**config.mk**
```make
export PLATFORM = sky130hd
export DESIGN_NAME = cam_window_capture
export DESIGN_NICKNAME = d
export VERILOG_FILES = /design/src/rtl/cam_window_capture.sv
export SDC_FILE = /design/constraint.sdc
export NUM_CORES = 1
export LEC_CHECK = 0
export CAP_MARGIN = 20
export CORE_ASPECT_RATIO = 2
export CORE_MARGIN = 2
export CORE_UTILIZATION = 57
export CTS_BUF_LIST = sky130_fd_sc_hd__clkbuf_16
export DETAILED_ROUTE_END_ITERATION = 10
export PLACE_DENSITY = 0.87
export SKIP_CTS_REPAIR_TIMING = 1
export SYNTH_ARGS = -nofsm -noshare
export SYNTH_HDL_FRONTEND = slang
export SYNTH_SLANG_ARGS = --single-unit
```
**constraint.sdc**
```tcl
create_clock -name clk -period 6.1 [get_ports clk]
set_clock_uncertainty 0.1 [all_clocks]
set_input_delay 1.22 -clock clk [delete_from_list [all_inputs] [get_ports clk]]
set_output_delay 1.22 -clock clk [all_outputs]
set_load 0.005 [all_outputs]
```
**src/rtl/cam_window_capture.sv**
```systemverilog
// rtl/cam_window_capture.sv - camera byte stream to windowed, decimated frame buffer writer
module cam_window_capture #(
    parameter int DATA_W   = 8,
    parameter int PIX_W    = 16,
    parameter int H_ACTIVE = 640,
    parameter int V_ACTIVE = 480,
    parameter int WIN_W    = 256,
    parameter int WIN_H    = 256,
    parameter int ADDR_W   = 16
) (
    input  logic              clk,
    input  logic              rst_n,
    input  logic              cam_vsync,
    input  logic              cam_href,
    input  logic [DATA_W-1:0] cam_data,
    input  logic              capture_en,
    input  logic              snap_req,
    input  logic [9:0]        win_x0,
    input  logic [9:0]        win_y0,
    input  logic [1:0]        decim,
    input  logic              err_clr,
    output logic              wr_en,
    output logic [ADDR_W-1:0] wr_addr,
    output logic [PIX_W-1:0]  wr_data,
    output logic              frame_done,
    output logic              frame_valid,
    output logic              line_err,
    output logic              busy
);

    localparam int BPP   = PIX_W / DATA_W;
    localparam int COL_W = $clog2(WIN_W);
    localparam int ROW_W = $clog2(WIN_H);

    typedef enum logic [1:0] {S_IDLE, S_ARMED, S_ACTIVE} state_t;

    state_t              state_q, state_d;
    logic                shot_q, shot_d;
    logic                vsync_q, vsync_d;
    logic                href_q, href_d;
    logic                phase_q, phase_d;
    logic [DATA_W-1:0]   hi_q, hi_d;
    logic [10:0]         hcnt_q, hcnt_d;
    logic [10:0]         vcnt_q, vcnt_d;
    logic [9:0]          x0_q, x0_d;
    logic [9:0]          y0_q, y0_d;
    logic [1:0]          dec_q, dec_d;
    logic [ROW_W:0]      rows_q, rows_d;
    logic                row_wr_q, row_wr_d;
    logic                wr_en_q, wr_en_d;
    logic [ADDR_W-1:0]   wr_addr_q, wr_addr_d;
    logic [PIX_W-1:0]    wr_data_q, wr_data_d;
    logic                frame_done_q, frame_done_d;
    logic                frame_valid_q, frame_valid_d;
    logic                line_err_q, line_err_d;
    logic                busy_q, busy_d;

    logic                vs_fall, vs_rise, href_fall, pix_done, wr_hit;
    logic                hit_x, hit_y;
    logic [10:0]         x0_ext, y0_ext, span_x, span_y, dx, dy, dmask;
    logic [COL_W-1:0]    col_idx;
    logic [ROW_W-1:0]    row_idx;
    logic [PIX_W-1:0]    pix_data;

    // Pixel assembly, position tracking, window test and capture FSM next-state
    always_comb begin
        vs_fall   = vsync_q & ~cam_vsync;
        vs_rise   = ~vsync_q & cam_vsync;
        href_fall = href_q & ~cam_href;
        pix_done  = cam_href & ((BPP == 1) | phase_q);
        pix_data  = PIX_W'({hi_q, cam_data});

        vsync_d = cam_vsync;
        href_d  = cam_href;
        // Byte phase only advances for two-byte pixels and restarts with every line
        phase_d = cam_href ? ((BPP == 2) ? ~phase_q : 1'b0) : 1'b0;
        hi_d    = (cam_href && !phase_q) ? cam_data : hi_q;

        hcnt_d = hcnt_q;
        if (href_fall)     hcnt_d = 11'd0;
        else if (pix_done) hcnt_d = hcnt_q + 11'd1;

        vcnt_d = vcnt_q;
        if (cam_vsync)                        vcnt_d = 11'd0;
        else if (href_fall && hcnt_q != 11'd0) vcnt_d = vcnt_q + 11'd1;

        // 11-bit window bounds so x0 + WIN_W*step never wraps
        x0_ext  = {1'b0, x0_q};
        y0_ext  = {1'b0, y0_q};
        span_x  = x0_ext + (11'(WIN_W) << dec_q);
        span_y  = y0_ext + (11'(WIN_H) << dec_q);
        dx      = hcnt_q - x0_ext;
        dy      = vcnt_q - y0_ext;
        dmask   = (11'd1 << dec_q) - 11'd1;
        hit_x   = (hcnt_q >= x0_ext) && (hcnt_q < span_x) && ((dx & dmask) == 11'd0);
        hit_y   = (vcnt_q >= y0_ext) && (vcnt_q < span_y) && ((dy & dmask) == 11'd0)
                  && (vcnt_q < 11'(V_ACTIVE));
        col_idx = COL_W'(dx >> dec_q);
        row_idx = ROW_W'(dy >> dec_q);
        wr_hit  = (state_q == S_ACTIVE) && pix_done && hit_x && hit_y;

        wr_en_d   = wr_hit;
        wr_addr_d = wr_hit ? ADDR_W'({row_idx, col_idx}) : wr_addr_q;
        wr_data_d = wr_hit ? pix_data : wr_data_q;

        // Count distinct rows written this frame to judge completeness
        rows_d   = rows_q;
        row_wr_d = row_wr_q;
        if (wr_hit && !row_wr_q) rows_d = rows_q + 1'b1;
        if (href_fall)           row_wr_d = 1'b0;
        else if (wr_hit)         row_wr_d = 1'b1;

        state_d       = state_q;
        shot_d        = shot_q;
        x0_d          = x0_q;
        y0_d          = y0_q;
        dec_d         = dec_q;
        frame_done_d  = 1'b0;
        frame_valid_d = frame_valid_q;

        // A new error in the same cycle as err_clr keeps the flag set
        line_err_d = line_err_q & ~err_clr;
        if (state_q == S_ACTIVE && href_fall && (hcnt_q != 11'(H_ACTIVE) || phase_q))
            line_err_d = 1'b1;

        case (state_q)
            S_IDLE: begin
                if (capture_en || snap_req) begin
                    state_d = S_ARMED;
                    shot_d  = snap_req;
                end
            end
            S_ARMED: begin
                if (vs_fall) begin
                    state_d  = S_ACTIVE;
                    x0_d     = win_x0;
                    y0_d     = win_y0;
                    dec_d    = (decim == 2'd3) ? 2'd2 : decim;
                    rows_d   = '0;
                    row_wr_d = 1'b0;
                end
            end
            S_ACTIVE: begin
                if (vs_rise) begin
                    frame_done_d  = 1'b1;
                    frame_valid_d = (rows_d == (ROW_W+1)'(WIN_H));
                    if (capture_en && !shot_q) begin
                        state_d = S_ARMED;
                    end else begin
                        state_d = S_IDLE;
                        shot_d  = 1'b0;
                    end
                end
            end
            default: state_d = S_IDLE;
        endcase

        busy_d = (state_d != S_IDLE);
    end

    // State and registered outputs
    always_ff @(posedge clk or negedge rst_n) begin
        if (!rst_n) begin
            state_q       <= S_IDLE;
            shot_q        <= 1'b0;
            vsync_q       <= 1'b0;
            href_q        <= 1'b0;
            phase_q       <= 1'b0;
            hi_q          <= '0;
            hcnt_q        <= '0;
            vcnt_q        <= '0;
            x0_q          <= '0;
            y0_q          <= '0;
            dec_q         <= '0;
            rows_q        <= '0;
            row_wr_q      <= 1'b0;
            wr_en_q       <= 1'b0;
            wr_addr_q     <= '0;
            wr_data_q     <= '0;
            frame_done_q  <= 1'b0;
            frame_valid_q <= 1'b0;
            line_err_q    <= 1'b0;
            busy_q        <= 1'b0;
        end else begin
            state_q       <= state_d;
            shot_q        <= shot_d;
            vsync_q       <= vsync_d;
            href_q        <= href_d;
            phase_q       <= phase_d;
            hi_q          <= hi_d;
            hcnt_q        <= hcnt_d;
            vcnt_q        <= vcnt_d;
            x0_q          <= x0_d;
            y0_q          <= y0_d;
            dec_q         <= dec_d;
            rows_q        <= rows_d;
            row_wr_q      <= row_wr_d;
            wr_en_q       <= wr_en_d;
            wr_addr_q     <= wr_addr_d;
            wr_data_q     <= wr_data_d;
            frame_done_q  <= frame_done_d;
            frame_valid_q <= frame_valid_d;
            line_err_q    <= line_err_d;
            busy_q        <= busy_d;
        end
    end

    assign wr_en       = wr_en_q;
    assign wr_addr     = wr_addr_q;
    assign wr_data     = wr_data_q;
    assign frame_done  = frame_done_q;
    assign frame_valid = frame_valid_q;
    assign line_err    = line_err_q;
    assign busy        = busy_q;

endmodule

```
=== Word-level counts from Yosys, hierarchy flattened ===
Index checks and enable logic that the tools add are counted.

* Register bits: 105
* Bits of input ports: 37
* Output and inout port bits: 37
* Word-level logic and storage cells: 112

* Add/subtract/negate cells: 8
* $lt $le $gt $ge: 5
* Eq/ne operators: 8
* Shift operators: 4
* Muxes and demuxes: 25
* Bitwise operators: 12
* Reduce and logical (&&, ||, !) cells: 30

{| class="wikitable"
|+ Operators with widths
! cell !! number
|-
| 11-bit two-way mux || 4
|-
| 9-bit two-way mux || 3
|-
| 10-bit by 11-bit adder with 11-bit output || 2
|-
| 11-bit by 1-bit adder with 11-bit output (second input constant) || 2
|-
| 11-bit bitwise AND || 2
|-
| 11-bit by 10-bit greater-or-equal comparator with 1-bit output || 2
|-
| 11-bit zero test || 2
|-
| 11-bit less-than comparator || 2
|-
| 11-bit by 2-bit >> shifter with 8-bit output || 2
|-
| 11-bit by 10-bit subtractor with 11-bit output || 2
|-
| 1-bit logical AND || 14
|-
| 1-bit two-way mux || 12
|-
| 11-bit by 9-bit less-than comparator with 1-bit output (second input constant) || 1
|-
| 11-bit by 10-bit != test with 1-bit output (second input constant) || 1
|-
| 11-bit nonzero test || 1
|-
| 1-bit by 2-bit << shifter with 11-bit output (first input constant) || 1
|-
| 9-bit by 2-bit << shifter with 11-bit output (first input constant) || 1
|-
| 11-bit by 1-bit subtractor with 11-bit output (second input constant) || 1
|-
| 9-bit by 1-bit adder with 9-bit output (second input constant) || 1
|-
| 9-bit == test (second input constant) || 1
|-
| 2-bit two-way mux || 4
|-
| 2-bit nonzero test || 4
|-
| 2-bit != test (second input constant) || 3
|-
| 2-bit case mux with 3 select lines || 1
|-
| other kinds (10) || 23
|}

=== Depth between registers and ports, before layout ===
* Depth after elaboration: 11
* Depth in mapped cells: 18
* Mapped depth without buffers: 14

=== Least setup slack after synthesis ===
No wires, ideal clock.

* Kind: register to register
* Start: register dec_q[0]
* End: register frame_valid_q, in the netlist frame_valid
* Setup time: 0.132 ns
* Arrival time: 4.109 ns
* Data required time: 5.868 ns
* Path slack: 1.759 ns
* Stages on the path, launching flop included: 17
* Buffers on the path: 3
* Clock period less this slack: 4.341 ns
* Cell sequence: dfrtp_1 -> buf_1 -> clkbuf_1 -> nand2_1 -> inv_1 -> fa_1 -> xnor2_1 -> ha_1 -> a22o_1 -> nor3_1 -> nand3_1 -> or4_1 -> or4_1 -> buf_2 -> or4b_4 -> a41oi_2 -> a211oi_2

* Longest elaborated chain between the ends: 10
* Elaborated cells on any way between the ends: 21
* Classes of those cells: add/sub (3); order compare (2); eq/ne (1); shift (2); mux (1); bitwise (2); reduce/logical (10)

{| class="wikitable"
|+ Ends and longest elaborated chain
! what !! line !! RTL
|-
| from (decl) || 47 || <nowiki>logic [1:0] dec_q, dec_d;</nowiki>
|-
| from (signal assigned) || 174 || <nowiki>dec_q <= '0;</nowiki>
|-
| from (signal assigned) || 195 || <nowiki>dec_q <= dec_d;</nowiki>
|-
| 9-bit by 2-bit << shifter with 11-bit output or 1-bit by 2-bit << shifter with 11-bit output (tied branches) || 90, 91, 94 ||
|-
| 10-bit by 11-bit adder with 11-bit output, or another cell as far along || 90 || <nowiki>span_x = x0_ext + (11'(WIN_W) << dec_q);</nowiki>
|-
| 11-bit less-than comparator, or another cell as far along || 95 || <nowiki>hit_x = (hcnt_q >= x0_ext) && (hcnt_q < span_x) && ((dx & dmask) == 11'd0);</nowiki>
|-
| 1-bit logical AND, or another cell as far along || 95 ||
|-
| 1-bit logical AND (on tied branches) || 95, 96 ||
|-
| 1-bit logical AND (on tied branches) || 100, 97 ||
|-
| 1-bit logical AND (*) || 100 || <nowiki>wr_hit = (state_q == S_ACTIVE) && pix_done && hit_x && hit_y;</nowiki>
|-
| 1-bit logical AND (*) || 109 || <nowiki>if (wr_hit && !row_wr_q) rows_d = rows_q + 1'b1;</nowiki>
|-
| 9-bit two-way mux (*) || 109 ||
|-
| 9-bit == test (*) || 146 || <nowiki>frame_valid_d = (rows_d == (ROW_W+1)'(WIN_H));</nowiki>
|-
| to (signal assigned) || 202 || <nowiki>frame_valid_q <= frame_valid_d;</nowiki>
|-
| to (decl) || 54 || <nowiki>logic frame_valid_q, frame_valid_d;</nowiki>
|}

Mark *: on every way between the ends. The rest lies on a longest branch, timed or not.
A chain may end at the register's enable or synchronous reset.

=== Final worst setup path ===
* Start: register dec_q[1]
* End: register wr_addr_q[14], in the netlist wr_addr[14]

* Longest elaborated chain between the ends: 7
* Elaborated cells on any way between the ends: 19
* Classes of those cells: add/sub (3); order compare (2); shift (3); bitwise (2); reduce/logical (9)

{| class="wikitable"
|+ Ends and longest elaborated chain
! what !! line !! RTL
|-
| 9-bit by 2-bit << shifter with 11-bit output or 1-bit by 2-bit << shifter with 11-bit output (tied branches) || 90, 91, 94 ||
|-
| 10-bit by 11-bit adder with 11-bit output, or another cell as far along || 90 ||
|-
| 11-bit less-than comparator, or another cell as far along || 95 ||
|-
| 1-bit logical AND, or another cell as far along || 95 ||
|-
| 1-bit logical AND (on tied branches) || 95, 96 ||
|-
| 1-bit logical AND (on tied branches) || 100, 97 ||
|-
| 1-bit logical AND || 100 ||
|-
| to (signal assigned) || 199 || <nowiki>wr_addr_q <= wr_addr_d;</nowiki>
|-
| to (decl) || 51 || <nowiki>logic [ADDR_W-1:0] wr_addr_q, wr_addr_d;</nowiki>
|}

Several ways; a longest one is shown, not always the timed one.

==> flow_metrics.py <==
metrics = {
    "floorplan": {
        "rows": 55,
        "ios": 74,
        "die-width_um": 80.1,
        "core_mm2": 0.0113,
        "dieArea_mm2": 0.0125,
        "start_util_pct": 58.5,
        "dieHeight_um": 156,
    },
    "place": {
        "gp_congestion": 0.962,
        "dp_hpwl_mm": 12.7,
        "port_buffers": 73,
        "dp_cells": 913,
    },
    "job": {
        "drv_cap": 0,
    },
    "layout": {
        "n_antenna_cell": 0,
        "drive_gt1_share_pct": 8.39,
        "fin_cells": 929,
        "mostFrequentLayoutCell": "nand2_1",
        "fin_nets": 856,
        "multi_input_area_mm2": 0.00364,
        "final_core_util_pct": 68.2,
        "seq_area_mm2": 0.00263,
        "syn_to_final_growth_pct": 16.5,
        "nFillCells": 876,
        "layout_common_cells": "nand2_1, dfrtp_1, clkdlybuf4s50_1, o21ai_0, nor2_1",
    },
    "synthesis": {
        "syn_avg_cell_area_um2": 9.10,
        "ys_ff_latch": 105,
        "ys_warn_count": 0,
        "synth_nets": 800,
        "synth_cells": 726,
        "yosysTopAreaCell": "dfrtp_1",
        "synth_top_area_share_pct": 39.8,
        "ys_types": 71,
        "yosysSeqAreaShare_pct": 39.8,
        "ys.flop_type": "dfrtp_1",
        "synth_edf_count": 0,
        "syn_area_mm2": 0.00661,
        "yosys-top-cells-area": "dfrtp_1, nand2_1, ha_1",
        "async_flop_share_pct": 100,
    },
    "power_and_ir_drop": {
        "swShare_pct": 39.4,
        "comb_power_share_pct": 44.1,
        "seqPwrFrac_pct": 32.3,
        "power_switching_mw": 1.02,
        "internal-power_mw": 1.56,
        "ir_drop_mv": 0.195,
        "pwr-share-clk_pct": 23.6,
        "p_leak_nw": 3.45,
        "powerDensity_mw_per_mm2": 335,
    },
    "sta": {
        "setup_tns_ps": 0,
        "max-slew-margin-rel_pct": 33.5,
        "slew_viol_final": 0,
        "rsz0062_at_grt": "no",
        "holdWs_ps": 372,
        "worst_pin_slew_ps": 996,
        "max_freq_mhz": 206,
        "setup_viol": 0,
        "min_period_ps": 4860,
        "finalHoldViolCount": 0,
        "finalCritPeriodShare_pct": 79.6,
    },
    "clock_network": {
        "path_clk_slew_ps": 70,
        "clkSinkCount": 105,
        "cts_tree": "yes",
        "insertion_delay_ps": 350,
        "ctsLongestPathBuffers": 2,
        "cts-root-buf": "clkbuf_16",
        "cts_made_buffers": 9,
        "htreeDepth": 3,
    },
    "hold_path": {
        "hold_path_depth": 2,
        "hold_class": "register to register",
    },
    "drt": {
        "first_pass_iters": 5,
        "wl_per_cell_um": 17.7,
        "drt-vias-per-instance": 6.05,
        "ant_nets": 0,
        "dr.first_iter.drc_count": 306,
        "num_vias": 5622,
        "drc": 0,
        "wirelength_mm": 16.5,
    },
    "worst_setup_path": {
        "worstSetupStartpointType": "register",
        "critPathMaxFanout": 25,
        "crit_family": "simple AND/OR/NAND/NOR gates",
        "cp.arrival_ps": 5000,
        "path_depth": 14,
        "critPathKind": "register to register",
        "cp_cell_sequence": "nor2_1, ha_1, fa_1, xnor2_1, ha_1, a22o_1, nor3_1, nand3_1, or4_1, or4_1, buf_4, or2_1, buf_4, mux2_2",
        "worstSetupEndpointType": "register",
        "crit_buf_inv": 2,
        "crit_slowest_cell": "dfrtp_1",
        "reg2reg_depth": 14,
        "slowest_delay_ps": 610,
        "required_ps": 6240,
    },
    "global_routing": {
        "grt_overflow": 0,
        "antenna_found_initial": 0,
        "first_global_vias": 5714,
        "grt_use_total_pct": 27.5,
        "grt_pass1_wl_mm": 27.1,
        "grt_max_degree": 61,
    },
    "status": {
        "outcome": "completed",
    },
}
logic make-up (layout without fill, tap and decap cells):
logic type	Yosys count	after routing	share of synthesized area (%)
simple gates	287	287	22.0
compound gates	139	139	13.9
flops	105	105	39.8
buf+inv	81	142	5.21
mux	40	40	6.80
fa+ha+maj	37	37	7.46
xor+xnor	37	37	4.90
worst min-delay path, delay by kind of cell (launching register included):
family           cells  cell delay [ps]
flip-flops           1              340
AND/OR/NAND/NOR      2              100
flip-flops by register name, indices dropped and copies added, names as in the netlist, 2 cells and up:
register and cells:
dec_q 2, state_q 2, hcnt_q 11, x0_q 10, y0_q 10, rows_q 9, wr_data 16, wr_addr 16
vcnt_q 11, hi_q 8
per-stage QoR:
stage / setup slack [ps] / area [um2] / total power [mW]
6_report: 1240 / 7700 / 2.58
5_1_grt: 909 / 7700 / 2.72
4_1_cts: 1240 / 7700 / 2.57
3_5_place_dp: 1260 / 7390 / 1.96
3_3_place_gp: 1330 / 7390 / 1.90
2_1_floorplan: 1760 / 6610 / 1.67
path summary, 6_finish.rpt:
kind | start | endpoint | slack [ps]
setup reg to reg | dec_q[1] | wr_addr[14] | 1240
hold reg to reg | wr_data[9] | wr_data[9] | 370
min in group asynchronous | rst_n | frame_done | 760
max in group asynchronous | rst_n | vcnt_q[4] | 4000
setup / recovery | dec_q[1] | wr_addr[14] | 1240
hold / removal | wr_data[9] | wr_data[9] | 370
power groups by stage:
stage	clock [mW]	sequential [mW]	combinational [mW]
final	0.608	0.834	1.14
after CTS	0.614	0.834	1.12
after detailed placement	0	0.848	1.11
after floorplan	0	0.826	0.840
after global placement	0	0.842	1.06
after global routing	0.640	0.843	1.24
metal layers:
metal | track usage [%] | routed length (um) | vias up
met5 | 0 | 0 | -
met1 | 29.4 | 6000 | 2696
met4 | 15.7 | 909 | 0
met2 | 50.6 | 8900 | 216
met3 | 3.23 | 668 | 60
li1 | - | - | 2650
cells in the mapped netlist (4+ instances only):
library cell    n
xnor2_1        23
mux2i_1        19
nand3_1        28
or4_1           6
nor4_1          5
ha_1           33
clkbuf_1       19
or3_1           6
a21oi_1        23
buf_6           4
mux2_2         19
inv_1          47
o21ai_1         5
and3_1         12
a31oi_1         5
o21ai_0        54
nand2b_1        4
o31ai_1         4
a211oi_1        5
and4_1          5
nor3_1         13
o21a_1          6
xor2_1         14
buf_2           8
nand4_1         7
or2_2           4
nor2_1         53
fa_1            4
nand2_1       112
dfrtp_1       105
nor2b_1         8
final cells by class:
type	count	area share, %
Clock buffer	9	2.92
Clock inverter	7	1.12
Inverter	48	2.34
Multi-Input combinational cell	540	47.2
Sequential cell	105	34.1
Tap cell	142	2.31
Timing Repair Buffer	78	9.94
(Power assumes the default switching activity.)
==> patch: new RTL, same settings <==
The output `wr_en` loses its register stage (`wr_en_q` becomes a continuous assignment).
--- a/src/rtl/cam_window_capture.sv
+++ b/src/rtl/cam_window_capture.sv
@@ -174,7 +174,6 @@
             dec_q         <= '0;
             rows_q        <= '0;
             row_wr_q      <= 1'b0;
-            wr_en_q       <= 1'b0;
             wr_addr_q     <= '0;
             wr_data_q     <= '0;
             frame_done_q  <= 1'b0;
@@ -195,7 +194,6 @@
             dec_q         <= dec_d;
             rows_q        <= rows_d;
             row_wr_q      <= row_wr_d;
-            wr_en_q       <= wr_en_d;
             wr_addr_q     <= wr_addr_d;
             wr_data_q     <= wr_data_d;
             frame_done_q  <= frame_done_d;
@@ -205,6 +203,8 @@
         end
     end
 
+    assign wr_en_q = wr_en_d;
+
     assign wr_en       = wr_en_q;
     assign wr_addr     = wr_addr_q;
     assign wr_data     = wr_data_q;
Behaviour: not the same (Yosys sat finds a counterexample within 4 cycles, from zero or initial values and one cycle with rst_n low).
==> patch against the unedited design <==
  * Die area decreased by 0.36%
  * Power shrank 1.4%
  * First-iteration DRC count grew 3.6%
  * Synthesized area shrank 0.38%
  * Sequential cell count shrank 1
  * Worst setup slack got worse by 0.92 ns
  * Cell area about the same
  * Sequential share of layout area is 0.34 points lower
  * Fmax fell by 16%
  * Non-clock buffer count is 4 higher
  * Count of clock-buffer cells in the layout unchanged
  * Critical endpoint is now wr_en
  * Global-route usage decreased by 0.95 points
  * Wire length fell by 3.1%
==> patch: results <==
export IMPL_run_status="completed"
export IMPL_syn_num_nets=799
export IMPL_post_route_cells_drive_above_1_share_pct=8.86
export IMPL_synth_xor_area_share_pct=4.92
export IMPL_yosys_top_cells_area="dfrtp_1, nand2_1, ha_1"
export IMPL_first_global_vias=5588
export IMPL_critPathKind="reg2out"
export IMPL_synth_compound_gate_area_share_pct=13.9
export IMPL_regToRegStartpoint="dec_q[0]"
export IMPL_synth_commonest_cells="nand2_1, dfrtp_1, o21ai_0"
export IMPL_critical_path_peak_fanout=9
export IMPL_dp_worst_setup_slack_ns=0.581
export IMPL_syn_avg_cell_area_um2=9.08
export IMPL_hpwlAfterDp_um=12300
export IMPL_r2r_setup_slack_ns=1.40
export IMPL_first_iter_violations=317
export IMPL_cts_reportedPaths_clkPinSlew_ns=0.08
export IMPL_synth_edf_count=0
export IMPL_detail_route_wirelength_um=16000
export IMPL_slowest_stage="or4_1"
export IMPL_worst_hold_startpoint="wr_data[5]"
export IMPL_max_slew_margin_rel_pct=37.4
export IMPL_synthAdderAreaFrac_pct=7.49
export IMPL_p_leak_nw=3.46
export IMPL_dpl_instance_area_um2=7390
export IMPL_number_of_nets_at_the_end_of_the_flow=859
export IMPL_worst_hold_slack_ns=0.368
export IMPL_all_layer_gr_usage_pct=26.6
export IMPL_via_per_inst=5.96
export IMPL_post_drt_wl_per_cell_um=17.1
export IMPL_numPlacedInstances=916
export IMPL_ir_worst_vdd_mv=0.186
export IMPL_place_congestion=0.954
export IMPL_timing_critical_path_from="dec_q[0]"
export IMPL_synth_seq_area_share_pct=39.5
export IMPL_hold_end="wr_data[5]"
export IMPL_grt_max_degree=67
export IMPL_grt_first_pass_wirelength_um=26100
==> patch: cells by family (layout without fill, tap and decap cells) <==
logic type | after synthesis | count (layout)
and+or+nand+nor | 287 | 287
AOI/OAI and AO/OA | 139 | 139
DFF | 104 | 104
buffers and inverters | 81 | 146
muxes | 40 | 40
adders and majority gates | 37 | 37
xor gates and xnor gates | 37 | 37
==> patch: worst max-delay path by stage <==
stage                     endpoint  cells past startpoint  slack, ns
after floorplan              wr_en                     15       0.95
after global placement       wr_en                      8       0.64
after detailed placement     wr_en                      8       0.58
after CTS                    wr_en                     12       0.31
after global routing         wr_en                     12       0.11
final                        wr_en                     12       0.32
==> patch: per-stage QoR <==
stage          util [%]  total power [mW]
2_1_floorplan         -              1.66
3_3_place_gp       65.5              1.91
3_5_place_dp       65.5              1.95
4_1_cts            68.2              2.54
5_1_grt            68.2              2.70
6_report           68.2              2.55
==> patch: worst reg2reg max path, cell delays in order (launching register included) <==
cell     delay (ns)
dfrtp_1        0.55
nor2_1         0.14
ha_1           0.22
fa_1           0.38
xnor2_1        0.15
ha_1           0.33
a22o_1         0.23
nor3_1         0.21
nand3_1        0.11
or4_1          0.48
or4_1          0.47
buf_4          0.22
or2_1          0.39
buf_4          0.31
mux2_2         0.31
==> patch: cell type report <==
cell class	instances	area, µm²
clock buffers	9	225
clock inverters	7	83.8
fillers	891	3580
inverters	48	180
multi-input cells	540	3640
flip-flops and latches	104	2600
well taps	142	178
repair buffers	82	796
==> patch: routing by layer <==
| layer | wire, µm | GRT usage [%] | vias up |
|---|---|---|---|
| met3 | 654 | 3.13 | 54 |
| met5 | 0 | 0 | - |
| li1 | - | - | 2667 |
| met4 | 846 | 15.1 | 0 |
| met1 | 5870 | 28.6 | 2636 |
| met2 | 8590 | 48.6 | 199 |
==> patch: report_power, final <==
group	switching (mW)	total, mW	internal, mW
sequential	0.0497	0.820	0.771
clock	0.292	0.584	0.292
combinational	0.675	1.14	0.466
total	1.02	2.55	1.53
